[src/rtl/calc_key_sequencer.sv]
// calc_key_sequencer: key debounce and operand/result load sequencing
// for the two-function calculator datapath (A, B, Z registers, add/sub).
`timescale 1ns/1ps
module calc_key_sequencer #(
  parameter int DEB_CYCLES = 50000,
  parameter int PULSE_LEN  = 4
) (
  input  logic       CLK,
  input  logic       CLR,
  input  logic [7:0] sw,
  input  logic       key_enter_n,
  input  logic       key_op_n,
  input  logic       key_clear_n,
  output logic [7:0] data_out,
  output logic       loadA,
  output logic       loadB,
  output logic       loadZ,
  output logic       C0,
  output logic       clr_out,
  output logic [1:0] state,
  output logic       busy
);

  localparam int DW = $clog2(DEB_CYCLES + 1);
  localparam int PW = $clog2(PULSE_LEN + 1);

  typedef enum logic [1:0] {
    ENTER_A = 2'd0,
    ENTER_B = 2'd1,
    COMPUTE = 2'd2,
    RESULT  = 2'd3
  } st_e;

  typedef enum logic [2:0] {
    PH_IDLE,
    PH_CAP,
    PH_PULSE,
    PH_SETTLE,
    PH_CLEAR
  } ph_e;

  // key index: 0 = enter, 1 = op, 2 = clear
  logic [2:0] key_raw;
  logic [2:0] sync1_q;
  logic [2:0] sync2_q;
  logic [2:0] deb_q;
  logic [2:0] deb_d;
  logic [2:0] ev_q;
  logic [2:0] ev_d;
  logic [2:0][DW-1:0] cnt_q;
  logic [2:0][DW-1:0] cnt_d;

  assign key_raw = {key_clear_n, key_op_n, key_enter_n};

  // Debounce: flip the accepted level after DEB_CYCLES differing
  // samples in a row; a flip towards 0 is a press event.
  always_comb begin
    deb_d = deb_q;
    ev_d  = '0;
    for (int i = 0; i < 3; i++) begin
      cnt_d[i] = '0;
      if (sync2_q[i] != deb_q[i]) begin
        if (cnt_q[i] == DW'(DEB_CYCLES - 1)) begin
          deb_d[i] = sync2_q[i];
          ev_d[i]  = ~sync2_q[i];
        end else begin
          cnt_d[i] = cnt_q[i] + 1'b1;
        end
      end
    end
  end

  // Synchronizer, debounce and event registers.
  always_ff @(posedge CLK or posedge CLR) begin
    if (CLR) begin
      sync1_q <= '1;
      sync2_q <= '1;
      deb_q   <= '1;
      ev_q    <= '0;
      cnt_q   <= '0;
    end else begin
      sync1_q <= key_raw;
      sync2_q <= sync1_q;
      deb_q   <= deb_d;
      ev_q    <= ev_d;
      cnt_q   <= cnt_d;
    end
  end

  logic ev_enter;
  logic ev_op;
  logic ev_clr;

  assign ev_enter = ev_q[0];
  assign ev_op    = ev_q[1];
  assign ev_clr   = ev_q[2];

  st_e          st_q;
  st_e          st_d;
  ph_e          ph_q;
  ph_e          ph_d;
  logic [PW-1:0] pc_q;
  logic [PW-1:0] pc_d;
  logic [7:0]   data_q;
  logic [7:0]   data_d;
  logic         la_q;
  logic         la_d;
  logic         lb_q;
  logic         lb_d;
  logic         lz_q;
  logic         lz_d;
  logic         c0_q;
  logic         c0_d;
  logic         clr_q;
  logic         clr_d;
  logic         busy_q;
  logic         busy_d;
  logic         pc_done;

  assign pc_done = (pc_q == PW'(PULSE_LEN));

  // Sequencer next state: clear preempts everything, otherwise a
  // running phase advances and new enter/op events are ignored.
  always_comb begin
    st_d   = st_q;
    ph_d   = ph_q;
    pc_d   = pc_q;
    data_d = data_q;
    la_d   = la_q;
    lb_d   = lb_q;
    lz_d   = lz_q;
    c0_d   = c0_q;
    clr_d  = clr_q;
    busy_d = busy_q;
    if (ev_clr) begin
      la_d   = 1'b1;
      lb_d   = 1'b1;
      lz_d   = 1'b1;
      clr_d  = 1'b1;
      c0_d   = 1'b0;
      data_d = 8'h00;
      busy_d = 1'b1;
      ph_d   = PH_CLEAR;
      pc_d   = PW'(1);
    end else begin
      unique case (ph_q)
        PH_IDLE: begin
          if (ev_enter) begin
            unique case (st_q)
              ENTER_A, ENTER_B: begin
                data_d = sw;
                busy_d = 1'b1;
                ph_d   = PH_CAP;
              end
              RESULT:  st_d = ENTER_A;
              default: ;
            endcase
          end else if (ev_op) begin
            c0_d = ~c0_q;
            if (st_q == RESULT) begin
              st_d   = COMPUTE;
              busy_d = 1'b1;
              ph_d   = PH_SETTLE;
              pc_d   = PW'(1);
            end
          end
        end
        PH_CAP: begin
          ph_d = PH_PULSE;
          pc_d = PW'(1);
          if (st_q == ENTER_A) la_d = 1'b0;
          else                 lb_d = 1'b0;
        end
        PH_PULSE: begin
          if (pc_done) begin
            la_d = 1'b1;
            lb_d = 1'b1;
            lz_d = 1'b1;
            unique case (st_q)
              ENTER_A: begin
                st_d   = ENTER_B;
                busy_d = 1'b0;
                ph_d   = PH_IDLE;
              end
              ENTER_B: begin
                st_d = COMPUTE;
                ph_d = PH_SETTLE;
                pc_d = PW'(1);
              end
              default: begin
                st_d   = RESULT;
                busy_d = 1'b0;
                ph_d   = PH_IDLE;
              end
            endcase
          end else begin
            pc_d = pc_q + 1'b1;
          end
        end
        PH_SETTLE: begin
          if (pc_done) begin
            lz_d = 1'b0;
            ph_d = PH_PULSE;
            pc_d = PW'(1);
          end else begin
            pc_d = pc_q + 1'b1;
          end
        end
        PH_CLEAR: begin
          if (pc_done) begin
            clr_d  = 1'b0;
            busy_d = 1'b0;
            st_d   = ENTER_A;
            ph_d   = PH_IDLE;
          end else begin
            pc_d = pc_q + 1'b1;
          end
        end
        default: ph_d = PH_IDLE;
      endcase
    end
  end

  // Sequencer state and registered outputs.
  always_ff @(posedge CLK or posedge CLR) begin
    if (CLR) begin
      st_q   <= ENTER_A;
      ph_q   <= PH_IDLE;
      pc_q   <= '0;
      data_q <= 8'h00;
      la_q   <= 1'b1;
      lb_q   <= 1'b1;
      lz_q   <= 1'b1;
      c0_q   <= 1'b0;
      clr_q  <= 1'b0;
      busy_q <= 1'b0;
    end else begin
      st_q   <= st_d;
      ph_q   <= ph_d;
      pc_q   <= pc_d;
      data_q <= data_d;
      la_q   <= la_d;
      lb_q   <= lb_d;
      lz_q   <= lz_d;
      c0_q   <= c0_d;
      clr_q  <= clr_d;
      busy_q <= busy_d;
    end
  end

  assign data_out = data_q;
  assign loadA    = la_q;
  assign loadB    = lb_q;
  assign loadZ    = lz_q;
  assign C0       = c0_q;
  assign clr_out  = clr_q;
  assign state    = st_q;
  assign busy     = busy_q;

endmodule

[config.mk]
export PLATFORM = sky130hd
export DESIGN_NAME = calc_key_sequencer
export DESIGN_NICKNAME = d
export VERILOG_FILES = /design/src/rtl/calc_key_sequencer.sv
export SDC_FILE = /design/constraint.sdc
export NUM_CORES = 1
export LEC_CHECK = 0
export CORE_MARGIN = 2
export CORE_UTILIZATION = 50
export DETAILED_ROUTE_END_ITERATION = 6
export GPL_TIMING_DRIVEN = 0
export PLACE_DENSITY = 0.7
export SYNTH_ARGS = -nofsm -noshare
export SYNTH_HDL_FRONTEND = slang
export SYNTH_SLANG_ARGS = --single-unit
export TNS_END_PERCENT = 100
[constraint.sdc]
create_clock -name CLK -period 3.5 [get_ports CLK]
set_input_delay 0.875 -clock CLK [delete_from_list [all_inputs] [get_ports CLK]]
set_output_delay 0.875 -clock CLK [all_outputs]
set_load 0.1 [all_outputs]
======== Yosys cells after proc, flatten, opt, wreduce, memory -nomap -nowiden ========
Index checks and enable logic that the tools add are counted.
operators by class
  add/subtract/negate cells ............... 4
  $mul .................................... 0
  div/mod/pow operators ................... 0
  $lt $le $gt $ge ......................... 0
  eq/ne operators ......................... 32
  shifts and indexed selects .............. 0
  multiplexer cells ....................... 67
  bitwise operators ....................... 5
  reductions and logical operators ........ 27
operators by type and width
  cell                   number
  $mux 16                6
  $add 16x1->16 const B  3
  $eq 16x16->1 const B   3
  $mux 3                 16
  $ne 3x3->1 const B     11
  $mux 8                 4
  $pmux 3 s5             2
  $mux 1                 26
  $reduce_and 6->1       3
  $reduce_and 3->1       5
  $mux 2                 7
  $reduce_bool 2->1      6
  $reduce_bool 3->1      3
  $ne 4x3->1 const B     2
  $ne 4x4->1 const B     2
  $reduce_and 2->1       4
  $reduce_and 7->1       1
  $eq 3x2->1 const B     2
  $eq 3x3->1 const B     2
  $ne 2x2->1 const B     3
  $pmux 1 s2             3
  $pmux 2 s3             1
  $reduce_bool 6->1      1
  $not 1->1              5
  12 further kinds       14
word-level totals
  register bits after elaboration ......... 82
  latch bits .............................. 0
  memory bits (writable) .................. 0
  bits in read-only memories .............. 0
  input bits .............................. 13
  output and inout port bits .............. 16
  word-level logic and storage cells ...... 154
  memories kept ........................... 0

======== Depth between registers and ports, before layout ========
  depth in word-level cells ............... 6
  mapped depth ............................ 6
  mapped depth without buffers ............ 6

======== Worst setup path after synthesis ========
No wires, ideal clock.
  path type ............................... reg2reg
  start ................................... reg st_q[1], in the netlist state[1]
  end ..................................... reg pc_q[1]
  setup time .............................. 0.125 ns
  arrival time ............................ 1.806 ns
  required time ........................... 3.375 ns
  slack ................................... 1.569 ns
  cell stages (with the launch flop) ...... 5
  buffers on the path ..................... 0
  period minus slack after synthesis ...... 1.931 ns
  path through ............................ dfrtp_1 -> nand2b_1 -> nand4b_1 -> nand3_1 -> mux2_2
on the way
  cells in the longest elaborated chain, start to end .. 3
  elaborated cells between the ends (all ways) .. 5
  those cells by class .................... eq/ne: 4; reduce/logical: 1
RTL lines
  what                                                       line      text
  from (decl)                                                98        st_e st_q;
  from (signal assigned)                                     238       st_q <= st_d;
  $eq 2x1->1 or $eq 2x2->1 (tied branches)                   179, 160
  $ne 4x3->1 (no source line) or $ne 3x3->1 (tied branches)  -
  $reduce_and 6->1 (no source line) *                        -
  to (signal assigned)                                       240       pc_q <= pc_d;
  to (decl)                                                  102       logic [PW-1:0] pc_q;
Every way passes the cells marked *; elsewhere a longest branch is shown, timed or not.
A chain may end at the register's enable or synchronous reset.

======== Worst setup path in the final report ========
  start ................................... reg lz_q, in the netlist loadZ
  end ..................................... out loadZ
RTL lines
  what                    line  text
  from (decl)             110   logic lz_q;
  from (signal assigned)  244   lz_q <= lz_d;
  to (decl)               17    output logic loadZ,
No word-level cell between the ends.

==> results by group <==
Layout
  • Register Area: 2070 um^2
  • Layout cells sized above 1: 10.0%
  • Final core occ: 60.0%
  • Synthesis-to-layout area growth: 17.2%
  • Fill cells: 665
  • Design area: 4590 um^2
  • Diodes inserted: 0
  • Final net count: 442
  • Area of the multi-input gates: 1760 um^2

Critical path
  • CP required: 2.62 ns
  • End of the worst register-to-register path: data_out[5]$_DFFE_PP0P_
  • CP endpoint kind: output port
  • Worst reg2reg path startpoint: ph_q[2]$_DFFE_PP0P_
  • Startpoint types: flop
  • Crit path buf inv count: 1
  • Slowest library cell on the worst path: clkdlybuf4s50_1
  • Worst setup endpoint: loadZ
  • Crit path largest cell delay: 1.13 ns
  • CP delay by family, top: buffers and inverters
  • Reg2Reg Depth: 5
  • CP startpoint: loadZ$_DFFE_PP1P_
  • Crit path kind: flop to output port
  • Worst Path Arrival: 2.05 ns
  • CP max FO: 2
  • R2r setup slk: 1.45 ns
  • Crit-path cells: clkdlybuf4s50_1
  • Crit path depth: 1

Detailed routing
  • DRT iter0 DRCs: 113
  • DR WL/cell: 13.8 um
  • Drc violations: 0
  • Avg Vias per Cell: 5.46
  • Initial DRT Pass Iterations: 4
  • Antenna-violating nets left: 0
  • Via count of the routed design: 2,899
  • Final wirelength: 7340 um

Clocking
  • H-tree depth: 3
  • CTS root buffer: clkbuf_8
  • PostCTS Resize Cnt: 0
  • Clock buffer depth: 2
  • Clk slew on worst S/H paths: 0.09 ns
  • CTS tree: done
  • Setup Buffers After CTS: 0
  • Later-pin clock latency in the skew report: 0.36 ns
  • Hold Buf Count CTS: 0
  • # clock sinks: 82
  • Total CTS buffers: 9

Global route
  • Grt ovf: 0
  • Vias in the first global route: 2,863
  • First-pass GRT wire length: 13,200 um
  • Initial antenna violation count: 0
  • Largest net degree at the start of global routing: 63
  • GRT Util Overall: 19.4%

Timing
  • Post-route setup TNS: 0 ns
  • Slew @ Worst Pin: 0.991 ns
  • Final Hold Fails: 0
  • PnR worst setup slack: 0.579 ns
  • RSZ-0062 raised after global routing: false
  • Setup Viol. Count Final: 0
  • Post-route clock period utilization: 83.4%
  • Clk_skew: 0.0100 ns
  • Fmax: 0.342 GHz
  • Relative slew margins: 33.7%
  • Max Slew Vio Count: 0
  • Post-layout min period: 2.92 ns

Synthesis
  • Top cells by area, synth: dfrtp_1 45%, dfstp_2 8.1%, xnor2_1 8.1%
  • Area share of the largest cell type after synthesis: 44.8%
  • Post-synth EDFFs: 0
  • Mean Syn Cell Area: 10.2 um^2
  • Post-synthesis cell area: 3910 um^2
  • Seq/Total Area, Yosys: 52.8%
  • Post-synth cell types: 47
  • Synthesized instance count: 384
  • Post-synth net total: 402
  • Largest area contributor in the synthesized netlist: dfrtp_1
  • Commonest cells post-synth: 70 x dfrtp_1, 69 x nor2_1, 36 x xnor2_1
  • Synth Flop Type: dfrtp_1
  • Most frequent cell after synthesis: dfrtp_1
  • Yosys reg bits: 82
  • Asr flop ratio synth: 100%
  • Synth warn: 0

Placement
  • Cell Area, Placed: 4350 um^2
  • HPWL Detailed: 5060 um
  • Gp weighted congestion: 0.891
  • Port Buffers: 28
  • Place WS: 0.976 ns

Pwr
  • Total power: 1900 uW
  • Power per cell area: 415 nW/um^2
  • Max IR drop VDD: 0.000304 V
  • Leak Pwr: 0.00192 uW

Floorplanning
  • Row count: 32
  • Starting Density: 51.2%
  • Core region area: 7650 um^2
  • Die height: 92.5 um
  • IO Pins: 29
  • Die Wd: 92.5 um
  • Die area: 8550 um^2

Run status
  • Outcome: finished clean

Worst hold path
  • Worst Hold Class: flop to flop

Run
  • Max-cap check violation count: 0
## power breakdown
| part | switching [uW] | internal [uW] |
|---|---|---|
| combinational | 76.7 | 36.6 |
| clock | 336 | 475 |
| sequential | 14.4 | 966 |
## flip-flops by register name, indices dropped and copies added (netlist names)
name and cells:
busy 1, state 2, deb_q 3, loadA 1
cnt_q 48, pc_q 3, loadB 1, C0 1
loadZ 1, ev_q 3, ph_q 3, clr_out 1
sync2_q 3, sync1_q 3, data_out 8
## cell families after synthesis
family	synth area share [%]
and+or+nand+nor	24.3
DFF	52.8
xor gates and xnor gates	10.1
AOI/OAI and AO/OA	5.24
buffers and inverters	2.17
muxes	3.84
adders and majority gates	1.60
## per-layer routing
metal	part of all wire (%)	global-route usage (%)	vias to the layer above	wire (um)
li1	-	-	1401	-
met1	48	26.1	1441	3490
met2	48	30.5	43	3500
met3	2.5	2.69	14	184
met4	2.3	10.3	0	170
met5	0	0	-	0
## cell type report
cell class,count,area share [%]
flip-flops and latches,82,45.1
repair buffers,29,6.71
multi-input cells,280,38.4
inverters,14,1.20
well taps,102,2.78
clock inverters,5,2.26
plain buffers,8,0.709
clock buffers,11,2.86
## cells in the final DEF, fill, tap and decap left out, types with 7 or more instances in the layout
| cell | n |
|---|---|
| dfstp_2 | 12 |
| clkbuf_8 | 9 |
| a21oi_1 | 7 |
| nor3_1 | 14 |
| inv_1 | 13 |
| nand2_1 | 27 |
| dfrtp_1 | 70 |
| nand3_1 | 22 |
| mux2i_1 | 9 |
| clkdlybuf4s50_1 | 28 |
| clkbuf_1 | 8 |
| xor2_1 | 9 |
| nor2_1 | 69 |
| xnor2_1 | 36 |
| nor4_1 | 12 |
| nand4_1 | 11 |
## worst min-delay path by stage
stage / slack (ns) / depth (start not counted) / from / to
final: 0.36 / 0 / sync1_q[1]$_DFF_PP1_ / sync2_q[1]$_DFF_PP1_
after detailed placement: 0.35 / 0 / sync1_q[2]$_DFF_PP1_ / sync2_q[2]$_DFF_PP1_
after global routing: 0.37 / 0 / sync1_q[2]$_DFF_PP1_ / sync2_q[2]$_DFF_PP1_
after floorplan: 0.35 / 0 / sync1_q[0]$_DFF_PP1_ / sync2_q[0]$_DFF_PP1_
after CTS: 0.36 / 0 / sync1_q[2]$_DFF_PP1_ / sync2_q[2]$_DFF_PP1_
after global placement: 0.35 / 0 / sync1_q[2]$_DFF_PP1_ / sync2_q[2]$_DFF_PP1_
## per-stage QoR
stage	std cells	hold slack (ns)
after global routing	531	0.371
after floorplan	384	0.345
final	531	0.362
after CTS	531	0.360
after global placement	514	0.347
after detailed placement	515	0.349
Note: power is estimated with default switching activity, not from simulation.
